<file path="src/rtl/reflet_uart_tx_pkg.sv">
// Shared definitions for the UART transmit FIFO: FSM encodings and depth limits.
package reflet_uart_tx_pkg;

  typedef enum logic [1:0] {
    TX_IDLE  = 2'd0,
    TX_START = 2'd1,
    TX_WAIT  = 2'd2
  } tx_state_t;

  localparam int DEPTH_LOG2_MIN = 1;
  localparam int DEPTH_LOG2_MAX = 8;

endpackage

</file>
<file path="src/rtl/reflet_fifo_mem.sv">
// Byte storage for the transmit FIFO: synchronous write, asynchronous read.
module reflet_fifo_mem #(
  parameter int depth_log2 = 4
) (
  input  logic                  clk,
  input  logic                  write_en,
  input  logic [depth_log2-1:0] write_addr,
  input  logic [7:0]            write_data,
  input  logic [depth_log2-1:0] read_addr,
  output logic [7:0]            read_data
);

  logic [7:0] mem [2**depth_log2];

  always_ff @(posedge clk) begin
    if (write_en) mem[write_addr] <= write_data;
  end

  assign read_data = mem[read_addr];

endmodule

</file>
<file path="src/rtl/reflet_uart_tx_fifo.sv">
// Transmit FIFO feeding the UART core one byte at a time.
// Optional sticky overflow flag: define REFLET_UART_TX_FIFO_OVERFLOW_EN.
module reflet_uart_tx_fifo
  import reflet_uart_tx_pkg::*;
#(
  parameter int depth_log2 = 4
) (
  input  logic                clk,
  input  logic                reset,
  input  logic                push,
  input  logic [7:0]          push_data,
  input  logic                flush,
  output logic                full,
  output logic                empty,
  output logic [depth_log2:0] count,
  output logic                busy,
`ifdef REFLET_UART_TX_FIFO_OVERFLOW_EN
  output logic                overflow,
  input  logic                overflow_clr,
`endif
  output logic [7:0]          data_tx,
  output logic                start_transmit,
  input  logic                end_transmit
);

  if (depth_log2 < DEPTH_LOG2_MIN || depth_log2 > DEPTH_LOG2_MAX) begin : g_bad_depth
    $error("reflet_uart_tx_fifo: depth_log2 out of range");
  end

  localparam int PW = depth_log2 + 1;

  logic [PW-1:0] wr_ptr, rd_ptr, rd_ptr_next;
  logic [7:0]    head;
  logic          do_push, do_pop;
  tx_state_t     state, state_next;

  assign full    = (wr_ptr ^ rd_ptr) == {1'b1, {depth_log2{1'b0}}};
  assign empty   = wr_ptr == rd_ptr;
  assign count   = wr_ptr - rd_ptr;
  assign busy    = state != TX_IDLE;
  assign do_pop  = (state == TX_IDLE) && !empty;
  assign do_push = push && !full && !flush;
  assign rd_ptr_next = do_pop ? rd_ptr + 1'b1 : rd_ptr;

  reflet_fifo_mem #(.depth_log2(depth_log2)) u_mem (
    .clk        (clk),
    .write_en   (do_push),
    .write_addr (wr_ptr[depth_log2-1:0]),
    .write_data (push_data),
    .read_addr  (rd_ptr[depth_log2-1:0]),
    .read_data  (head)
  );

  always_comb begin
    state_next = state;
    case (state)
      TX_IDLE:  if (!empty) state_next = TX_START;
      TX_START: state_next = TX_WAIT;
      TX_WAIT:  if (end_transmit) state_next = TX_IDLE;
      default:  state_next = TX_IDLE;
    endcase
  end

  always_ff @(posedge clk) begin
    if (!reset) begin
      state          <= TX_IDLE;
      wr_ptr         <= '0;
      rd_ptr         <= '0;
      data_tx        <= 8'h00;
      start_transmit <= 1'b0;
    end else begin
      state          <= state_next;
      rd_ptr         <= rd_ptr_next;
      start_transmit <= do_pop;
      if (do_pop) data_tx <= head;
      // Flush empties against the post-pop read pointer so a same-cycle pop
      // leaves the FIFO empty rather than wrapping the count.
      if (flush)        wr_ptr <= rd_ptr_next;
      else if (do_push) wr_ptr <= wr_ptr + 1'b1;
    end
  end

`ifdef REFLET_UART_TX_FIFO_OVERFLOW_EN
  always_ff @(posedge clk) begin
    if (!reset)                overflow <= 1'b0;
    else if (push && full)     overflow <= 1'b1;
    else if (overflow_clr)     overflow <= 1'b0;
  end
`endif

endmodule

</file>
<file path="config.mk">
export PLATFORM = sky130hd
export DESIGN_NAME = reflet_uart_tx_fifo
export DESIGN_NICKNAME = d
export VERILOG_FILES = /design/src/rtl/reflet_uart_tx_pkg.sv /design/src/rtl/reflet_fifo_mem.sv /design/src/rtl/reflet_uart_tx_fifo.sv
export SDC_FILE = /design/constraint.sdc
export NUM_CORES = 1
export LEC_CHECK = 0
export ABC_CLOCK_PERIOD_IN_PS = 6300
export BUFFER_PORTS_ARGS = -buffer_cell sky130_fd_sc_hd__buf_2
export CORE_MARGIN = 10
export CORE_UTILIZATION = 55
export DETAILED_ROUTE_END_ITERATION = 16
export GPL_ROUTABILITY_DRIVEN = 0
export PLACE_DENSITY = 0.73
export SLEW_MARGIN = 20
export SYNTH_ARGS = -nofsm -noshare
export SYNTH_HDL_FRONTEND = slang
export SYNTH_SLANG_ARGS = --single-unit
</file>
<file path="constraint.sdc">
create_clock -name clk -period 6.3 [get_ports clk]
set_input_delay 0 -clock clk [delete_from_list [all_inputs] [get_ports clk]]
set_output_delay 0 -clock clk [all_outputs]
set_load 0.01 [all_outputs]
</file>
-- Word level (Yosys, flattened, before mapping)
Memories as Yosys holds them, arrays and structs flattened. A register that Yosys moved wholly into a read port is not among the register bits.
Index checks and enable logic that the tools add are counted.
- reductions and logical operators: 11
- add/sub/neg operators: 3
- mux-type cells: 8
- bitwise gates (word level): 1
- eq/ne operators: 6
- operator list (cell ; count):
    two-way mux 5 bit ; 3
    adder 5 x 1 -> 5 bit, second input constant ; 2
    case mux 2 bit (3 select lines) ; 1
    == test 5 bit ; 1
    == test 5 bit, second input constant ; 1
    subtractor 5 bit ; 1
    XOR 5 bit ; 1
    zero test 1 bit ; 4
    two-way mux 2 bit ; 2
    != test 2 bit, second input constant ; 2
    nonzero test 2 bit ; 2
    logical AND 1 bit ; 3
    == test 2 x 1 -> 1 bit, second input constant ; 1
    == test 2 bit, second input constant ; 1
    zero test 2 bit ; 1
    two-way mux 1 bit ; 2
    AND reduction 2 bit ; 1
- output and inout bits: 17
- memory bits (writable): 128
- register bits: 13
- input bits: 13
- memories kept: 1
- word-level logic and storage cells: 34
- memories (memory ; depth ; width ; read ports ; clocked after memory_dff ; write ports ; RTL line ; source):
    u_mem.mem ; 16 ; 8 ; 1 ; 1 ; 1 ; reflet_fifo_mem.sv:13 ; logic [7:0] mem [2**depth_log2];

-- Logic depth before layout (Yosys ltp)
Gate-level depths: netlist of the first run.
- depth after elaboration: 7
- gate-level depth with buffers: 9
- depth with buffers taken out: 7

-- Cells and area by module
From an unflattened synthesis of the first run, not the netlist that was laid out.
- cells, all modules: 345
- area total of the unflattened synthesis: 6107.1 um^2
- by module, submodules not included (module ; instances ; seq. area each (um^2) ; area an instance (um^2) ; cells an instance):
    reflet_fifo_mem ; 1 ; 3843.7 ; 4987.3 ; 221
    reflet_uart_tx_fifo ; 1 ; 420.4 ; 1119.8 ; 124

-- Least setup slack after synthesis of the first run
OpenSTA, ideal clock, no wires.
- path type: register to register
- from: reg rd_ptr[2]
- to: mem u_mem.mem[3][0] (enable)
- slack: 3442 ps
- data arrival time: 2475 ps
- required time: 5917 ps
- period minus slack after synthesis: 2858 ps
- stages on the path, launching flop included: 9
- path through: dfxtp_1 > buf_2 > buf_2 > inv_1 > ha_1 > and4_1 > a211oi_1 > nand2_1 > nor3_1
- cells in the longest elaborated chain, start to end: 7
- ends and longest elaborated chain (what ; RTL line ; source):
    start, declared ; reflet_uart_tx_fifo.sv:32 ; logic [PW-1:0] wr_ptr, rd_ptr, rd_ptr_next;
    start signal, assigned ; reflet_uart_tx_fifo.sv:73 ; rd_ptr <= rd_ptr_next;
    XOR 5 bit ; reflet_uart_tx_fifo.sv:37 ; assign full = (wr_ptr ^ rd_ptr) == {1'b1, {depth_log2{1'b0}}};
    == test 5 bit ; reflet_uart_tx_fifo.sv:37 ;
    zero test 1 bit ; reflet_uart_tx_fifo.sv:42 ; assign do_push = push && !full && !flush;
    logical AND 1 bit (2 in series) ; reflet_uart_tx_fifo.sv:42 ;
    two-way mux 1 bit ; reflet_fifo_mem.sv:16 ; if (write_en) mem[write_addr] <= write_data;
    two-way mux 1 bit (not written as such) ; reflet_fifo_mem.sv:16 ;
    end, declared ; reflet_fifo_mem.sv:13 ;
Every way passes these cells.

-- Worst setup path after layout of the first run
- from: reg rd_ptr[0]
- to: mem u_mem.mem[2][0] (enable)
The elaborated chain is that of the path after synthesis.

==> impl_metrics.csv, run 1 <==
group,metric,value,unit
outcome,outcome,"finished, final reports clean",
synth,post_synth_instance_area,6110,sq um
routing,count_of_antenna_violating_nets_left_after_detailed_routing,0,
synth,yosys_warnings,0,
timing,grt_setup_unrepaired,"false",
flow_run,maxCapViolations,0,
synth,post_synth_inst_count,390,
synth,muxShareOfSynthArea,10.3,%
timing,fmax,272,MHz
timing,final_period_minus_worst_setup_slack,3.68,ns
die,row_count,38,
grt,global_route.usage.total,16.2,%
layout,most_frequent_standard_cell_in_the_layout_excluding_fill_and_tap_cells,"edfxtp_1",
layout,final_cell_mix,"edfxtp_1, mux2i_1, nor2_1, buf_2, o22ai_1",
synth,synthSimpleGateAreaFrac,5.89,%
grt,grt_start_max_net_pins,69,
timing,final_period_util,58.4,%
grt,groute.layer.met3.usage,4.10,%
layout,final_net_count,459,
critical_path,worst-endpoint-arrival,3.82,ns
grt,groute.layer.met2.usage,25.3,%
synth,synth_cell_type_count,39,
critical_path,endpoint_kind,"flop",
timing,setup_viol,0,
routing,drt_iter0_markers,420,
place,dp_worst_setup_slack,2.59,ns
critical_path,worstSetupStartpointType,"flop",
pwr,power.density_cell_area,392,nW/um^2
clocking,cts_made_buffers,17,
timing,hold_viol,0,
timing,timing_max_transition_violations_final,0,
timing,final.setup.tns,0,ns
synth,syn_area_per_cell,15.7,sq um
die,die_w,125,microns
timing,timing.clock.skew,0.00933,ns
routing,via_per_inst,6.01,
clocking,clkLatencyLatePin,0.53,ns
synth,dominantRegCellSynth,"edfxtp_1",
clocking,cts.root.buffer_cell,"clkbuf_8",
critical_path,slowest_delay,0.85,ns
die,design.core.area,10800,sq um
synth,synth-compound-area-share,7.39,%
timing,slew-limit-headroom,30.6,%
synth,ys_seq_elements,149,
grt,grt_pass1_vias,3524,
timing,hold_ws,0.405,ns
synth,yosysSeqAreaShare,69.8,%
synth,synth-xor-area-share,1.99,%
critical_path,timing.critical_path.required,6.45,ns
clocking,cts_tree,"built",
clocking,numClockSinks,149,
routing,drt_pre_antenna_iters,5,
grt,wire_length_of_the_first_global_routing_pass,19800,microns
place,detailedPlacementHpwl,8340,microns
critical_path,critical_path.max_fanout,68,
die,io_pins,30,
synth,synth_fa_ha_area_share,2.17,%
timing,final.setup.worst_slack,2.62,ns
routing,dr_total_vias,3538,
synth,synth_top_family_by_area,"multiplexers",
layout,final_core_util,65.1,%
die,die_area,15700,sq um
synth,nets_in_the_synthesized_netlist,413,
layout,area_growth,15.4,%
min_path,worst_hold_path_type,"primary input to flop",
critical_path,critical-path-top-delay-family,"simple AND/OR/NAND/NOR gates",
timing,max_slew.worst_pin.slew,1.03,ns
routing,drcViolationCount,0,
layout,n_antenna_cell,0,
grt,grt.met1_usage,21.1,%
critical_path,worst-path-buf-inv,1,
critical_path,critical-path-slowest-cell,"nor3_1",
layout,share_of_cells_above_drive_strength_1,16.7,%
critical_path,crit_chain,"buf_4 > ha_1 > and4_1 > a211oi_1 > nand2_1 > nor3_1",
grt,initial_antenna_violation_count,0,
critical_path,crit_type,"flop to flop",
clocking,max-clock-path-buffers,2,
place,place.port_buffers,29,
routing,detail_route.wl_per_cell,21.6,microns
grt,global_route_total_overflow,0,
pwr,irDropWorstVdd,0.000406,V
die,die-height,125,microns
clocking,clkSlewWorstSetupHoldPaths,0.06,ns
routing,wirelength,12700,microns
die,initial_core_util,56.4,%
synth,synth_edf_count,128,
clocking,clock_tree.htree_level_count,4,
synth,async_flop_share,0,%
grt,globalRoute.busiestLayer,"met2",
pwr,power.leakage,2.39,nW
-- registers in the layout, summed over array words and instances (netlist names) --
signal and cells:
u_mem.mem 128, data_tx 8, start_transmit 1, rd_ptr 5, state 2, wr_ptr 5
-- cell usage after synthesis (all sizes together), types with 6 or more instances --
| master | n | area share [%] |
|---|---|---|
| nor2 | 30 | 1.8 |
| or3 | 8 | 0.82 |
| nor3 | 6 | 0.49 |
| dfxtp | 21 | 6.9 |
| nor2b | 8 | 0.82 |
| mux2 | 8 | 1.5 |
| mux4 | 8 | 3.3 |
| o22ai | 28 | 2.9 |
| ha | 9 | 1.8 |
| buf | 13 | 1.7 |
| a31oi | 8 | 0.82 |
| xnor2 | 9 | 1.4 |
| inv | 9 | 0.55 |
| edfxtp | 128 | 63 |
| a211oi | 13 | 1.6 |
| nand2 | 7 | 0.43 |
| mux2i | 34 | 5.6 |
| o21ai | 9 | 0.74 |
-- power breakdown --
| part | total (mW) | internal [mW] | switching (mW) | leakage (nW) |
|---|---|---|---|---|
| clock | 0.967 | 0.600 | 0.367 | 0.287 |
| combinational | 0.633 | 0.263 | 0.370 | 0.777 |
| sequential | 1.17 | 1.13 | 0.0404 | 1.33 |
| total | 2.77 | 1.99 | 0.777 | 2.39 |
-- per-layer routing --
metal	wire, microns	vias to the layer above	share of wire, %
li1	-	1619	-
met1	5620	1739	44
met2	6010	149	47
met3	814	31	6.4
met4	263	0	2.1
met5	0	-	0
-- worst paths after layout --
| kind | depth (start not counted) | slack, ns | end | startpoint |
|---|---|---|---|---|
| worst max register to register | 6 | 2.62 | u_mem.mem[2][0] | rd_ptr[0] |
| worst min-delay path | 4 | 0.40 | data_tx[3] | reset |
| worst max-delay path | 6 | 2.62 | u_mem.mem[2][0] | rd_ptr[0] |
| worst min register to register | 2 | 0.56 | data_tx[0] | data_tx[0] |
-- per-stage QoR --
stage                     power (mW)  area, sq um  std cells
after floorplan                 1.64         6110        390
after global placement          1.79         6330        543
after detailed placement        1.80         6330        543
after CTS                       2.77         7050        589
after global routing            2.88         7060        589
final                           2.77         7060        589
-- worst reg2reg max path, delay by kind of cell, from the launching register on --
kind	cells	cell delay, ns
adder cells (fa/ha/maj)	1	0.41
buffers and inverters	1	0.72
AO/OA/AOI/OAI	1	0.46
flip-flops	1	0.31
AND/OR/NAND/NOR	3	1.39
-- cells by family (layout without fill, tap and decap cells) --
family / after synthesis / in the layout
xor gates and xnor gates: 13 / 13
DFF: 149 / 149
AOI/OAI and AO/OA: 68 / 68
and+or+nand+nor: 73 / 73
adders and majority gates: 10 / 10
muxes: 50 / 50
buffers and inverters: 27 / 86
-- area by class of cell --
class | instances | area (sq um)
flip-flops and latches | 149 | 4270
fillers | 739 | 3780
multi-input cells | 214 | 1700
clock buffers | 26 | 519
repair buffers | 44 | 293
well taps | 140 | 175
clock inverters | 6 | 65.1
inverters | 10 | 37.5
-- what timing repair did --
action                                 4_1_cts  5_1_grt
endpoints found under the hold margin      149        0
resized for setup                            0        0
buffers inserted                             0        0
hold buffers                                14        0
Note: power is estimated with default switching activity, not from simulation.
==> inputs of run 2 (changes only) <==
--- a/config.mk
+++ b/config.mk
@@ -5,13 +5,13 @@
 export SDC_FILE = /design/constraint.sdc
 export NUM_CORES = 1
 export LEC_CHECK = 0
-export ABC_CLOCK_PERIOD_IN_PS = 6300
+export ABC_CLOCK_PERIOD_IN_PS = 3300
 export BUFFER_PORTS_ARGS = -buffer_cell sky130_fd_sc_hd__buf_2
 export CORE_MARGIN = 10
 export CORE_UTILIZATION = 55
 export DETAILED_ROUTE_END_ITERATION = 16
 export GPL_ROUTABILITY_DRIVEN = 0
-export PLACE_DENSITY = 0.73
+export PLACE_DENSITY = 0.76
 export SLEW_MARGIN = 20
 export SYNTH_ARGS = -nofsm -noshare
 export SYNTH_HDL_FRONTEND = slang
==> constraint.sdc (replaced) <==
create_clock -name clk -period 3.3 [get_ports clk]
set_input_delay 0 -clock clk [delete_from_list [all_inputs] [get_ports clk]]
set_output_delay 0 -clock clk [all_outputs]
set_load 0.01 [all_outputs]
==> run 2 against run 1 <==
Wire length up 2.6%. Die area unchanged. Via count up 1.7%. Register-to-register slack worse by 2.3 ns. Sequential share of layout area down 0.69 points. Critical path depth up 1. Cell area up 1.2%.
==> impl_metrics.csv, run 2 (synthesis gave the netlist of run 1 again) <==
group,metric,value,unit
outcome,outcome,"finished, final reports clean",
routing,via_per_inst,5.95,
critical_path,crit_chain,"inv_1 > ha_1 > and4_1 > a21boi_4 > mux2i_1 > a211oi_1 > dlygate4sd3_1",
pwr,combPwrFrac,23.5,%
grt,grt_start_max_net_pins,68,
clocking,clkLatencyLatePin,0.52,ns
timing,slew-limit-headroom,34.3,%
grt,grt_pass1_vias,3509,
pwr,power.net_switching,1.51,mW
critical_path,rrSetupSlack,0.32,ns
min_path,worst_hold_path_type,"primary input to flop",
layout,regMostFlops,"u_mem.mem",
routing,drt_pre_antenna_iters,5,
critical_path,critical-path-slowest-cell,"dfxtp_1",
routing,count_of_antenna_violating_nets_left_after_detailed_routing,0,
pwr,power.leakage,2.45,nW
timing,final_period_minus_worst_setup_slack,2.98,ns
pwr,sequentialPowerShare,42.5,%
layout,share_of_cells_above_drive_strength_1,19.4,%
pwr,irDropWorstVdd,0.000586,V
timing,fmax,335,MHz
clocking,max-clock-path-buffers,2,
timing,timing.clock.skew,0.00758,ns
die,design.core.area,10800,sq um
critical_path,slowest_delay,0.66,ns
die,row_count,38,
place,post_dp_cell_area,6450,sq um
clocking,cts.root.buffer_cell,"clkbuf_8",
routing,drcViolationCount,0,
routing,drt_iter0_markers,482,
layout,final_cell_mix,"edfxtp_1, mux2i_1, nor2_1, buf_2, o22ai_1",
critical_path,critical_path.max_fanout,18,
grt,initial_antenna_violation_count,0,
place,place.port_buffers,29,
timing,hold_viol,0,
critical_path,worstSetupStartpointType,"flop",
timing,setup_viol,0,
place,detailedPlacementHpwl,8660,microns
grt,global_route_total_overflow,0,
pwr,switching_share,28.8,%
pwr,power_frac_clock,33.9,%
routing,dr_total_vias,3598,
die,die_w,125,microns
pwr,power.density_cell_area,732,nW/um^2
die,die-height,125,microns
routing,wirelength,13000,microns
clocking,cts_made_buffers,17,
clocking,clkSlewWorstSetupHoldPaths,0.06,ns
layout,final_net_count,475,
layout,num-fill-cells,743,
layout,instances_no_fill,605,
timing,timing_max_transition_violations_final,0,
timing,final.setup.tns,0,ns
timing,grt_setup_unrepaired,"false",
grt,global_route.usage.total,16.7,%
clocking,cts_tree,"built",
flow_run,maxCapViolations,0,
die,initial_core_util,56.4,%
critical_path,crit_type,"flop to flop",
layout,most_frequent_standard_cell_in_the_layout_excluding_fill_and_tap_cells,"edfxtp_1",
timing,max_slew.worst_pin.slew,0.986,ns
layout,design_area,7140,sq um
place,dpl.cell_count,560,
clocking,clock_tree.htree_level_count,4,
clocking,numClockSinks,149,
layout,largest_registers,"u_mem.mem (128), data_tx (8)",
layout,largest_register_ff_count,128,
clocking,cts.repair.resized,0,
timing,hold_ws,0.363,ns
pwr,cellInternalPower,3.72,mW
critical_path,worst-endpoint-arrival,3.44,ns
critical_path,critical-path-top-delay-family,"buffers and inverters",
critical_path,endpoint_kind,"flop",
routing,detail_route.wl_per_cell,21.5,microns
layout,n_antenna_cell,0,
layout,area_growth,16.7,%
critical_path,worst-path-buf-inv,2,
die,die_area,15700,sq um
die,io_pins,30,
timing,final_period_util,90.4,%
layout,final_core_util,65.8,%
critical_path,timing.critical_path.required,3.75,ns
grt,wire_length_of_the_first_global_routing_pass,20600,microns
## run 2: final timing paths
check	from	to	depth (start not counted)
setup / recovery	rd_ptr[1]	wr_ptr[1]	7
hold / removal	end_transmit	state[1]	5
setup reg to reg	rd_ptr[1]	wr_ptr[1]	7
hold reg to reg	state[1]	state[1]	2
## run 2: metal layers
layer | vias to the layer above | wire length (microns) | global-route usage [%]
li1 | 1648 | - | -
met1 | 1792 | 5720 | 21.5
met2 | 138 | 6350 | 26.5
met3 | 20 | 718 | 4.48
met4 | 0 | 246 | 6.17
met5 | - | 0 | 0
## run 2: what timing repair did
item	CTS	global route
hold buffers	13	0
endpoints found under the setup margin	0	0
buffers inserted	0	0
endpoints found under the hold margin	149	0
## run 2: final cells by class
class / instances / area [sq um] / area share, %
Clock buffer: 17 / 414 / 5.80
Clock inverter: 15 / 139 / 1.95
Inverter: 10 / 37.5 / 0.526
Multi-Input combinational cell: 214 / 1700 / 23.8
Sequential cell: 149 / 4270 / 59.8
Tap cell: 140 / 175 / 2.45
Timing Repair Buffer: 60 / 410 / 5.75
## run 2: stage by stage
step / setup WS (ns) / power, mW
2_1_floorplan: 0.442 / 3.14
5_1_grt: 0.116 / 5.47
4_1_cts: 0.410 / 5.23
3_3_place_gp: 0.518 / 3.43
6_report: 0.315 / 5.23
3_5_place_dp: 0.444 / 3.46
## run 2: power groups by stage
stage	Sequential [mW]	Clock [mW]	Combinational, mW
after floorplan	2.25	0	0.886
after CTS	2.22	1.80	1.22
after detailed placement	2.26	0	1.20
after global placement	2.25	0	1.17
final	2.22	1.77	1.23
after global routing	2.23	1.90	1.33
## run 2: worst register-to-register path, cell delays in order, from the launching register on
cell	delay [ns]
dfxtp_1	0.66
inv_1	0.17
ha_1	0.36
and4_1	0.23
a21boi_4	0.42
mux2i_1	0.18
a211oi_1	0.30
dlygate4sd3_1	0.60
==> inputs of run 3 (changes only) <==
--- a/config.mk
+++ b/config.mk
@@ -5,14 +5,16 @@
 export SDC_FILE = /design/constraint.sdc
 export NUM_CORES = 1
 export LEC_CHECK = 0
+export ABC_AREA = 1
 export ABC_CLOCK_PERIOD_IN_PS = 3300
 export BUFFER_PORTS_ARGS = -buffer_cell sky130_fd_sc_hd__buf_2
 export CORE_MARGIN = 10
 export CORE_UTILIZATION = 55
 export DETAILED_ROUTE_END_ITERATION = 16
 export GPL_ROUTABILITY_DRIVEN = 0
-export PLACE_DENSITY = 0.76
-export SLEW_MARGIN = 20
+export PLACE_DENSITY = 0.75
+export SETUP_SLACK_MARGIN = 0.15
+export SLEW_MARGIN = 5
 export SYNTH_ARGS = -nofsm -noshare
 export SYNTH_HDL_FRONTEND = slang
 export SYNTH_SLANG_ARGS = --single-unit
==> run 3 against run 2 <==
Clock-buffer cell count grew 4. Synthesized area grew 8.4%. Largest power group unchanged. Power grew 11%. Maximum frequency grew 6.4%.
==> impl_metrics.csv, run 3 <==
group,metric,value,unit
clocking,cts.repair.resized,0,
synth,synth_cell_type_count,28,
routing,drt_pre_antenna_iters,5,
layout,layout.area.seq,4270,sq um
die,die-height,130,microns
critical_path,startpoint_of_the_most_critical_register_to_register_path,"rd_ptr[2]",
critical_path,worstSetupStartpointType,"flop",
synth,yosysSeqAreaShare,64.4,%
grt,global_route.usage.total,20.1,%
timing,max_slew.worst_pin.slew,1.04,ns
critical_path,worst-endpoint-arrival,2.86,ns
pwr,power.net_switching,1.95,mW
critical_path,rrSetupSlack,0.50,ns
routing,via_per_inst,5.57,
synth,yosys_warnings,0,
min_path,worst_hold_path_type,"primary input to flop",
routing,count_of_antenna_violating_nets_left_after_detailed_routing,0,
timing,fmax,357,MHz
synth,post_synth_instance_area,6620,sq um
pwr,combPwrFrac,28.9,%
synth,syn_area_per_cell,9.84,sq um
die,design.core.area,11900,sq um
timing,timing.clock.skew,0.00651,ns
grt,initial_antenna_violation_count,0,
layout,largest_registers,"u_mem.mem (128), data_tx (8)",
pwr,power_frac_clock,32.9,%
clocking,postCtsHoldBufs,5,
layout,n_antenna_cell,0,
timing,final_period_util,85.0,%
synth,synth_edf_count,128,
synth,synth_top_cell_area_share,58.0,%
critical_path,r2r-end,"u_mem.mem[10][1]",
clocking,clkLatencyLatePin,0.43,ns
layout,area_growth,13.0,%
layout,most_frequent_standard_cell_in_the_layout_excluding_fill_and_tap_cells,"nand2_1",
clocking,clock_tree.htree_level_count,4,
grt,wire_length_of_the_first_global_routing_pass,25200,microns
layout,combined_area_of_the_multi_input_logic_cells,1850,sq um
synth,post-synth-top-count-cell,"nand2_1",
synth,synth.area.top_cells,"edfxtp_1, nand2_1, nand3_1",
place,post_dp_cell_area,6860,sq um
timing,grt_setup_unrepaired,"false",
die,die_area,16800,sq um
die,io_pins,30,
critical_path,crit_type,"flop to flop",
routing,dr_total_vias,4815,
outcome,outcome,"finished, final reports clean",
pwr,switching_share,33.8,%
critical_path,timing.critical_path.required,3.35,ns
timing,hold_viol,0,
grt,global_route_total_overflow,0,
pwr,power.density_cell_area,773,nW/um^2
routing,wirelength,16200,microns
pwr,irDropWorstVdd,0.000407,V
synth,nets_in_the_synthesized_netlist,696,
layout,design_area,7490,sq um
pwr,cellInternalPower,3.83,mW
routing,drt_iter0_markers,582,
clocking,max-clock-path-buffers,2,
die,initial_core_util,55.6,%
critical_path,timing.critical_path.from,"rd_ptr[2]",
grt,grt_pass1_vias,4684,
timing,setup_viol,0,
routing,detail_route.wl_per_cell,18.8,microns
synth,post-synth-top-area-cell,"edfxtp_1",
routing,drcViolationCount,0,
critical_path,endpoint_kind,"flop",
critical_path,worst_setup_path_endpoint,"u_mem.mem[10][1]",
synth,yosys-top-cells-count,"nand2_1, edfxtp_1, nand3_1",
layout,largest_register_ff_count,128,
synth,ys_seq_elements,149,
critical_path,worst_r2r_path_depth,9,
layout,share_of_cells_above_drive_strength_1,10.7,%
place,detailedPlacementHpwl,10300,microns
clocking,cts_tree,"built",
place,place.port_buffers,29,
pwr,sequentialPowerShare,38.2,%
clocking,cts_post_setup_buffers_inserted,0,
clocking,cts.root.buffer_cell,"clkbuf_16",
grt,grt_start_max_net_pins,69,
clocking,clkSlewWorstSetupHoldPaths,0.06,ns
clocking,cts_made_buffers,17,
layout,final_cell_mix,"nand2_1, edfxtp_1, nand3_1, inv_1",
flow_run,maxCapViolations,0,
synth,dominantRegCellSynth,"edfxtp_1",
timing,timing_max_transition_violations_final,0,
layout,final_net_count,728,
timing,final.setup.tns,0,ns
synth,post_synth_inst_count,673,
layout,num-fill-cells,933,
die,die_w,130,microns
clocking,numClockSinks,149,
layout,regMostFlops,"u_mem.mem",
pwr,power.leakage,3.20,nW
critical_path,critical_path.max_fanout,11,
die,row_count,40,
synth,async_flop_share,0,%
timing,final_period_minus_worst_setup_slack,2.80,ns
timing,slew-limit-headroom,30.4,%
run 3: power by group through the flow:
| stage | sequential, mW | clock [mW] | combinational [mW] |
|---|---|---|---|
| final | 2.21 | 1.91 | 1.67 |
| after global routing | 2.22 | 2.01 | 1.85 |
| after CTS | 2.21 | 1.91 | 1.66 |
| after detailed placement | 2.25 | 0 | 1.62 |
| after global placement | 2.24 | 0 | 1.59 |
| after floorplan | 2.25 | 0 | 1.16 |
run 3: cell type report:
type | count | share of cell area, %
Clock buffer | 21 | 5.88
Clock inverter | 11 | 1.84
Inverter | 103 | 5.20
Multi-Input combinational cell | 396 | 24.6
Sequential cell | 149 | 57.0
Tap cell | 147 | 2.46
Timing Repair Buffer | 38 | 3.01
run 3: worst min-delay path by stage:
stage | startpoint | to | slack (ns) | cells after the start
3_5_place_dp | end_transmit | state[1] | 0.30 | 3
2_1_floorplan | push_data[0] | u_mem.mem[0][0] | 0.1 | 0
6_report | push_data[4] | u_mem.mem[10][4] | 0.04 | 1
5_1_grt | push_data[1] | u_mem.mem[12][1] | 0.04 | 1
3_3_place_gp | end_transmit | state[1] | 0.26 | 3
4_1_cts | push_data[6] | u_mem.mem[12][6] | 0.03 | 1
run 3: layer usage:
layer | global-route usage, % | share of wire, %
met1 | 25.3 | 40
met2 | 32.4 | 48
met3 | 5.52 | 9.7
met4 | 8.07 | 2.5
met5 | 0 | 0
run 3: metrics by stage:
stage	setup WS [ns]	utilization, %	power [mW]	hold WS, ns	std cells
after CTS	0.562	62.9	5.77	0.0301	865
after floorplan	0.869	-	3.41	0.0989	673
after global routing	0.320	62.9	6.07	0.0354	865
after detailed placement	0.580	57.6	3.87	0.296	828
final	0.495	62.9	5.79	0.0394	865
after global placement	0.632	57.6	3.83	0.264	828
run 3: worst max-delay path: stages (launching register included):
cell	delay (ns)
dfxtp_1	0.54
inv_1	0.11
ha_1	0.39
nand2_2	0.12
nor2_4	0.05
nand2_1	0.11
nand2_2	0.12
nor2_4	0.17
nand2_1	0.22
nor2_1	0.59
run 3: cells by family (layout without fill, tap and decap cells):
group | Yosys count | in the layout | synth area share [%]
compound gates | 33 | 33 | 2.53
xor+xnor | 5 | 5 | 0.661
fa+ha+maj | 10 | 10 | 2.00
buf+inv | 128 | 173 | 7.76
flops | 149 | 149 | 64.4
simple gates | 348 | 348 | 22.7
